<file path="src/rtl/demux_route_ctrl.sv">
// 1-to-4 demux sequencing controller: addressed or burst round-robin routing through a one-entry hold register.
// Define DEMUX_ROUTE_STATS_EN to add per-channel saturating transfer counters (stat_clr, stat_cnt0..3).
module demux_route_ctrl #(
    parameter int DW        = 8,
    parameter int BURST_LEN = 4
) (
    input  logic          clk,
    input  logic          rst,
    input  logic [DW-1:0] in_data,
    input  logic [1:0]    in_sel,
    input  logic          in_valid,
    output logic          in_ready,
    input  logic          mode,
    input  logic [3:0]    ch_en,
    output logic [DW-1:0] out_data,
    output logic [3:0]    out_valid,
    input  logic [3:0]    out_ready,
    output logic [1:0]    cur_ch,
    output logic          err_drop
`ifdef DEMUX_ROUTE_STATS_EN
    ,
    input  logic          stat_clr,
    output logic [15:0]   stat_cnt0,
    output logic [15:0]   stat_cnt1,
    output logic [15:0]   stat_cnt2,
    output logic [15:0]   stat_cnt3
`endif
);

    localparam int CW = (BURST_LEN > 1) ? $clog2(BURST_LEN) : 1;

    typedef enum logic {IDLE, HOLD} state_t;

    state_t        state;
    logic [1:0]    rr_ptr;
    logic [CW-1:0] burst_cnt;

    logic          rr_stall;
    logic          rr_realign;
    logic          drain;
    logic          accept;
    logic          drop;
    logic          routed;
    logic [1:0]    dest_in;
    logic [1:0]    rr_next;
    logic [1:0]    rr_ptr_nxt;
    logic [CW-1:0] burst_nxt;

    // Closest enabled channel after p, wrapping; returns p itself when nothing else is enabled.
    function automatic logic [1:0] next_en(input logic [1:0] p, input logic [3:0] en);
        logic [1:0] r;
        r = p;
        for (int i = 3; i >= 1; i--) begin
            if (en[p + 2'(i)]) r = p + 2'(i);
        end
        return r;
    endfunction

    always_comb begin
        rr_next    = next_en(rr_ptr, ch_en);
        rr_stall   = mode && (ch_en == 4'b0000);
        rr_realign = mode && (ch_en != 4'b0000) && !ch_en[rr_ptr];
        drain      = (state == HOLD) && out_ready[cur_ch];
        in_ready   = !rr_stall && !rr_realign && ((state == IDLE) || out_ready[cur_ch]);
        accept     = in_valid && in_ready;
        dest_in    = mode ? rr_ptr : in_sel;
        drop       = accept && !mode && !ch_en[in_sel];
        routed     = accept && !drop;

        rr_ptr_nxt = rr_ptr;
        burst_nxt  = burst_cnt;
        if (!mode) begin
            burst_nxt = '0;
        end else if (rr_realign) begin
            rr_ptr_nxt = rr_next;
            burst_nxt  = '0;
        end else if (routed) begin
            if (burst_cnt == CW'(BURST_LEN - 1)) begin
                burst_nxt  = '0;
                rr_ptr_nxt = rr_next;
            end else begin
                burst_nxt = burst_cnt + CW'(1);
            end
        end
    end

    // cur_ch doubles as the latched destination while HOLD and tracks the pointer while IDLE.
    always_ff @(posedge clk) begin
        if (rst) begin
            state     <= IDLE;
            out_valid <= 4'b0000;
            out_data  <= '0;
            cur_ch    <= 2'd0;
            rr_ptr    <= 2'd0;
            burst_cnt <= '0;
            err_drop  <= 1'b0;
        end else begin
            rr_ptr    <= rr_ptr_nxt;
            burst_cnt <= burst_nxt;
            err_drop  <= drop;
            if (routed) begin
                state     <= HOLD;
                out_data  <= in_data;
                out_valid <= 4'b0001 << dest_in;
                cur_ch    <= dest_in;
            end else if (drain) begin
                state     <= IDLE;
                out_valid <= 4'b0000;
                cur_ch    <= rr_ptr_nxt;
            end else if (state == IDLE) begin
                cur_ch    <= rr_ptr_nxt;
            end
        end
    end

`ifdef DEMUX_ROUTE_STATS_EN
    logic [15:0] stat_q [4];

    // Clear wins over a same-cycle increment; counts stick at all-ones.
    always_ff @(posedge clk) begin
        for (int n = 0; n < 4; n++) begin
            if (rst || stat_clr) begin
                stat_q[n] <= 16'h0000;
            end else if (out_valid[n] && out_ready[n] && (stat_q[n] != 16'hFFFF)) begin
                stat_q[n] <= stat_q[n] + 16'd1;
            end
        end
    end

    assign stat_cnt0 = stat_q[0];
    assign stat_cnt1 = stat_q[1];
    assign stat_cnt2 = stat_q[2];
    assign stat_cnt3 = stat_q[3];
`endif

endmodule

</file>
<file path="config.mk">
export PLATFORM = sky130hd
export DESIGN_NAME = demux_route_ctrl
export DESIGN_NICKNAME = d
export VERILOG_FILES = /design/src/rtl/demux_route_ctrl.sv
export SDC_FILE = /design/constraint.sdc
export NUM_CORES = 1
export LEC_CHECK = 0
export CORE_UTILIZATION = 42
export DETAILED_ROUTE_END_ITERATION = 8
export PLACE_DENSITY_LB_ADDON = 0.05
export SLEW_MARGIN = 20
export SYNTH_ARGS = -nofsm -noshare
export SYNTH_HDL_FRONTEND = slang
export SYNTH_SLANG_ARGS = --single-unit
export TNS_END_PERCENT = 50
</file>
<file path="constraint.sdc">
create_clock -name clk -period 2.2 [get_ports clk]
set_input_delay 0.44 -clock clk [delete_from_list [all_inputs] [get_ports clk]]
set_output_delay 0.44 -clock clk [all_outputs]
set_load 0.01 [all_outputs]
</file>
==> metrics list <==
- The top cell types in the final layout, fill and taps aside, are sky130_fd_sc_hd__clkdlybuf4s50_1, sky130_fd_sc_hd__dfxtp_1, sky130_fd_sc_hd__buf_4.
- The number of buffers and inverters on the critical path is 2.
- Latest clock arrival within the worst-skew pair: 300 ps
- Largest fanout on the critical path: 2
* Part of the cycle the worst path needs: 95.64%
* Total Routing Usage GR: 20.06%
- For this configuration, the core starts out at a cell density of about 44%.
* Post-layout nets: 195
- Yosys printed 0 warnings.
- Adder-cell share of the synthesized area: 1.153%
- Of the total synthesized cell area, the portion taken by XOR and XNOR cells is 0%.
- Number of global-route vias before repair: 970
- Detailed placement finished with a half-perimeter wire length of 2.008 mm.
- STA puts the critical path data arrival time at 1660 ps.
- Unrepaired setup endpoints after global routing: no
- Relative to the synthesized area, the layout overhead comes to 53.63%.
- The slowest stage of the critical path is the sky130_fd_sc_hd__clkdlybuf4s50_1 cell.
- Area fraction in and, or, nand and nor cells after synthesis: roughly a fifth
- After synthesis, the largest family of logic cells by area is simple AND/OR/NAND/NOR gates.
- The number of pins with negative max-slew slack in the final report came to 0.
- CTS built an H-tree with a depth of 1.
- Count of boundary I/O pins: 38
- In this design, the stage delay of the slowest critical-path cell is about 400 ps.
- Crit path time final: around 2100 ps
- Slew margin rel.: 71.38%
* Chain of cells forming the critical path: clkdlybuf4s50_1, mux2_2, o2bb2ai_1, a21oi_1, clkdlybuf4s15_2
* Largest net degree at the start of global routing: 13
- Remaining DRCs: 0
- The post-route netlist has 21.05% of its cells at a drive strength greater than 1.
* Die extent in y: roughly 53 um
* Seq cells post-synth: 20
* Total clock buffers created by CTS: 3
* CP Launch Type: primary input
- For the pin with the worst max-slew slack, the measured transition is 424.8 ps.
- The tree built by TritonCTS fans out to 20 sinks.
* Clock root buffer: sky130_fd_sc_hd__clkbuf_4
- Crit path capture type: output pin
- Post-synth top area share: 36.91%
- Count of maximum capacitance violations: 0
- After clock tree synthesis, the clock-pin slew on the worst setup and hold paths is 120 ps.
* Overall power of the completed layout: 1031 uW
- The mapped netlist covers 0.001085 mm2.
* Clock Path Buffers: 2
* Filler-free cell count of the finished design: ~200
* Std cell rows: 18
- Peak VDD IR: 0.4354 mV
* Die footprint: around 0.0028 mm2
- First-pass GRT wire length: 4.160 mm
- Weighted congestion at the end of routability-driven global placement: 0.8222
* Die outline width: 52.82 um
- Dividing the detail-routed via count by the number of cells gives around 5.4.
- Worst Setup Path Type: in -> out
* Number of distinct library cell variants in the gate-level netlist after synthesis: 40
- Summing the areas of all compound-gate instances in the mapped netlist gives 18.45% of the synthesized area.
* Library cell occupying the most area in the post-synthesis netlist: sky130_fd_sc_hd__dfxtp_1
- The cell count after synthesis came out at around 120.
- Setup violations remaining at the end of the flow were counted as 0.
* Proportion of synthesized area in mux cells: 18.69%
- Cells fill 67.89% of the core in the end.
- Cell family contributing the most delay on the critical path: buffers and inverters
- The run finished with clean final reports.
- For the final database, setup skew stands at 9.139 ps.
* Initial antenna violation count: 0
* Total length of routed wires: 2.560 mm
- The total count of hold-check failures in the final report came to 0.
* Cts-stage hold buffer count: 0
- Placeable core area: 0.002455 mm2
- Sequential area share after synthesis: 36.91%
* Clock tree from TritonCTS: built
* Achievable frequency: 475.2 MHz
- For this block, the via count after detailed routing is roughly 1100.
- Setup TNS Final: 0 ps
- After synthesis, the mean cell area works out to 9.352 um2.
* Layout Cell Area excl Fill: 0.001667 mm2
- Global-route congestion overflow total: 0
- For this design the ratio of total power to cell area is just over 600 mW/mm2.
- The count of buffers added on input and output ports is 37.
- Data on the critical path is required at its endpoint by 1760 ps.
- Avg WL per Cell: 12.74 um
* Post-DP Area: 0.001597 mm2
- By area the synthesized netlist is led by sky130_fd_sc_hd__dfxtp_1, sky130_fd_sc_hd__mux2i_1, sky130_fd_sc_hd__nor2_1, sky130_fd_sc_hd__mux4_2, sky130_fd_sc_hd__a21oi_1.
- The detailed router finished its first iteration with 10 violations.
- For this design the static power due to leakage is 0.0006508 uW.
- The detail route stage leaves a number of antenna-violating nets equal to 0.
- The number of nets handed over by synthesis was approximately 140.
- Worst hold path type: reg -> reg
- 0 antenna diodes ended up in the layout.
- The pre-antenna-repair detailed-routing pass consisted of 4 iterations.
* Most common cell after layout, fill and taps aside: sky130_fd_sc_hd__clkdlybuf4s50_1
- Instance count after placement with tap cells included: 196
[flip-flops by register name (all words and copies together), names as in the netlist]
name / cells
rr_ptr: 2
out_valid: 4
out_data: 8
cur_ch: 2
state: 1
err_drop: 1
burst_cnt: 2
[layout make-up]
class,count,area [um2]
clock buffer,3,22.52
clock inverter,1,30.03
fill,209,788.3
inverter,5,18.77
multi-input combinational,85,638.1
sequential,20,400.4
tap,30,37.54
timing repair buffer,57,519.2
[layer usage]
layer  vias up  routed length [um]  track usage, %
met5         -                   0               0
met4         0                  21           5.702
met3         4                 116           2.899
met2        28                1172           31.01
met1       504                1251           28.55
li1        544                   -               -
[report_power, final]
group          leakage [uW]  total, uW  switching (uW)  internal, uW
Combinational      0.000460        323             138           185
Sequential         0.000163        409            19.2           390
Clock             0.0000279        299             115           184
[path summary, 6_finish.rpt]
path,start,to,slack (ps),cells past startpoint
hold / removal,out_valid[1]$_SDFFE_PP0P_,out_valid[1]$_SDFFE_PP0P_,500,2
hold reg to reg,out_valid[1]$_SDFFE_PP0P_,out_valid[1]$_SDFFE_PP0P_,500,2
setup reg to reg,rr_ptr[0]$_SDFF_PP0_,cur_ch[0]$_SDFFE_PP0P_,140,6
setup / recovery,out_ready[0],in_ready,100,5
[cell usage after synthesis]
cell                        instances
sky130_fd_sc_hd__nand2b_1           2
sky130_fd_sc_hd__a41oi_1            1
sky130_fd_sc_hd__ha_1               1
sky130_fd_sc_hd__mux2_4             1
sky130_fd_sc_hd__nor2_1            14
sky130_fd_sc_hd__buf_6              2
sky130_fd_sc_hd__and2_1             1
sky130_fd_sc_hd__a22oi_1            1
sky130_fd_sc_hd__a31oi_1            3
sky130_fd_sc_hd__o32ai_2            1
sky130_fd_sc_hd__dfxtp_1           20
sky130_fd_sc_hd__a22oi_2            1
sky130_fd_sc_hd__a21oi_1            7
sky130_fd_sc_hd__clkbuf_1           3
sky130_fd_sc_hd__buf_2              1
sky130_fd_sc_hd__mux2i_1           12
sky130_fd_sc_hd__nor4b_1            1
sky130_fd_sc_hd__o41ai_1            1
sky130_fd_sc_hd__nor3_1             1
sky130_fd_sc_hd__o21ai_0            4
sky130_fd_sc_hd__a31o_2             1
sky130_fd_sc_hd__a211oi_1           2
sky130_fd_sc_hd__nor2b_1            3
sky130_fd_sc_hd__o211ai_1           1
sky130_fd_sc_hd__a311oi_1           1
sky130_fd_sc_hd__nand3b_1           4
sky130_fd_sc_hd__mux4_2             2
sky130_fd_sc_hd__nand3_1            4
sky130_fd_sc_hd__mux2_2             2
sky130_fd_sc_hd__o22ai_1            1
sky130_fd_sc_hd__o2bb2ai_1          1
sky130_fd_sc_hd__nand2_1            4
sky130_fd_sc_hd__inv_1              5
sky130_fd_sc_hd__or3_1              1
sky130_fd_sc_hd__and3_4             1
sky130_fd_sc_hd__and4_1             1
sky130_fd_sc_hd__nor4bb_1           1
sky130_fd_sc_hd__nor4_1             1
sky130_fd_sc_hd__o2bb2a_1           1
sky130_fd_sc_hd__o21a_1             1
[worst reg2reg max path, stage by stage (launching register included)]
cell and delay, ps:
sky130_fd_sc_hd__dfxtp_1 380, sky130_fd_sc_hd__mux4_2 530, sky130_fd_sc_hd__buf_4 160, sky130_fd_sc_hd__mux2_4 250
sky130_fd_sc_hd__and3_4 210, sky130_fd_sc_hd__or3_1 320, sky130_fd_sc_hd__o22ai_1 150
[timing repair]
item	CTS	global route
setup endpoints to repair	2	15
buffers inserted	1	0
gates resized for setup	7	3
pin swaps	0	0
[per-stage QoR]
step           hold slack (ps)  setup slack (ps)
2_1_floorplan            464.6             279.0
3_3_place_gp             474.5            -312.6
3_5_place_dp             477.3            -346.7
4_1_cts                  497.7             2.406
5_1_grt                  530.7             24.17
6_report                 496.2             95.83
[logic make-up (layout without fill, tap and decap cells)]
logic type,Yosys count,count (layout)
flip-flops,20,20
AND/OR/NAND/NOR,39,39
buffers and inverters,11,66
AO/OA/AOI/OAI,28,28
multiplexers,17,17
adder cells (fa/ha/maj),1,1
No activity file was read; power rests on OpenSTA's default activity.
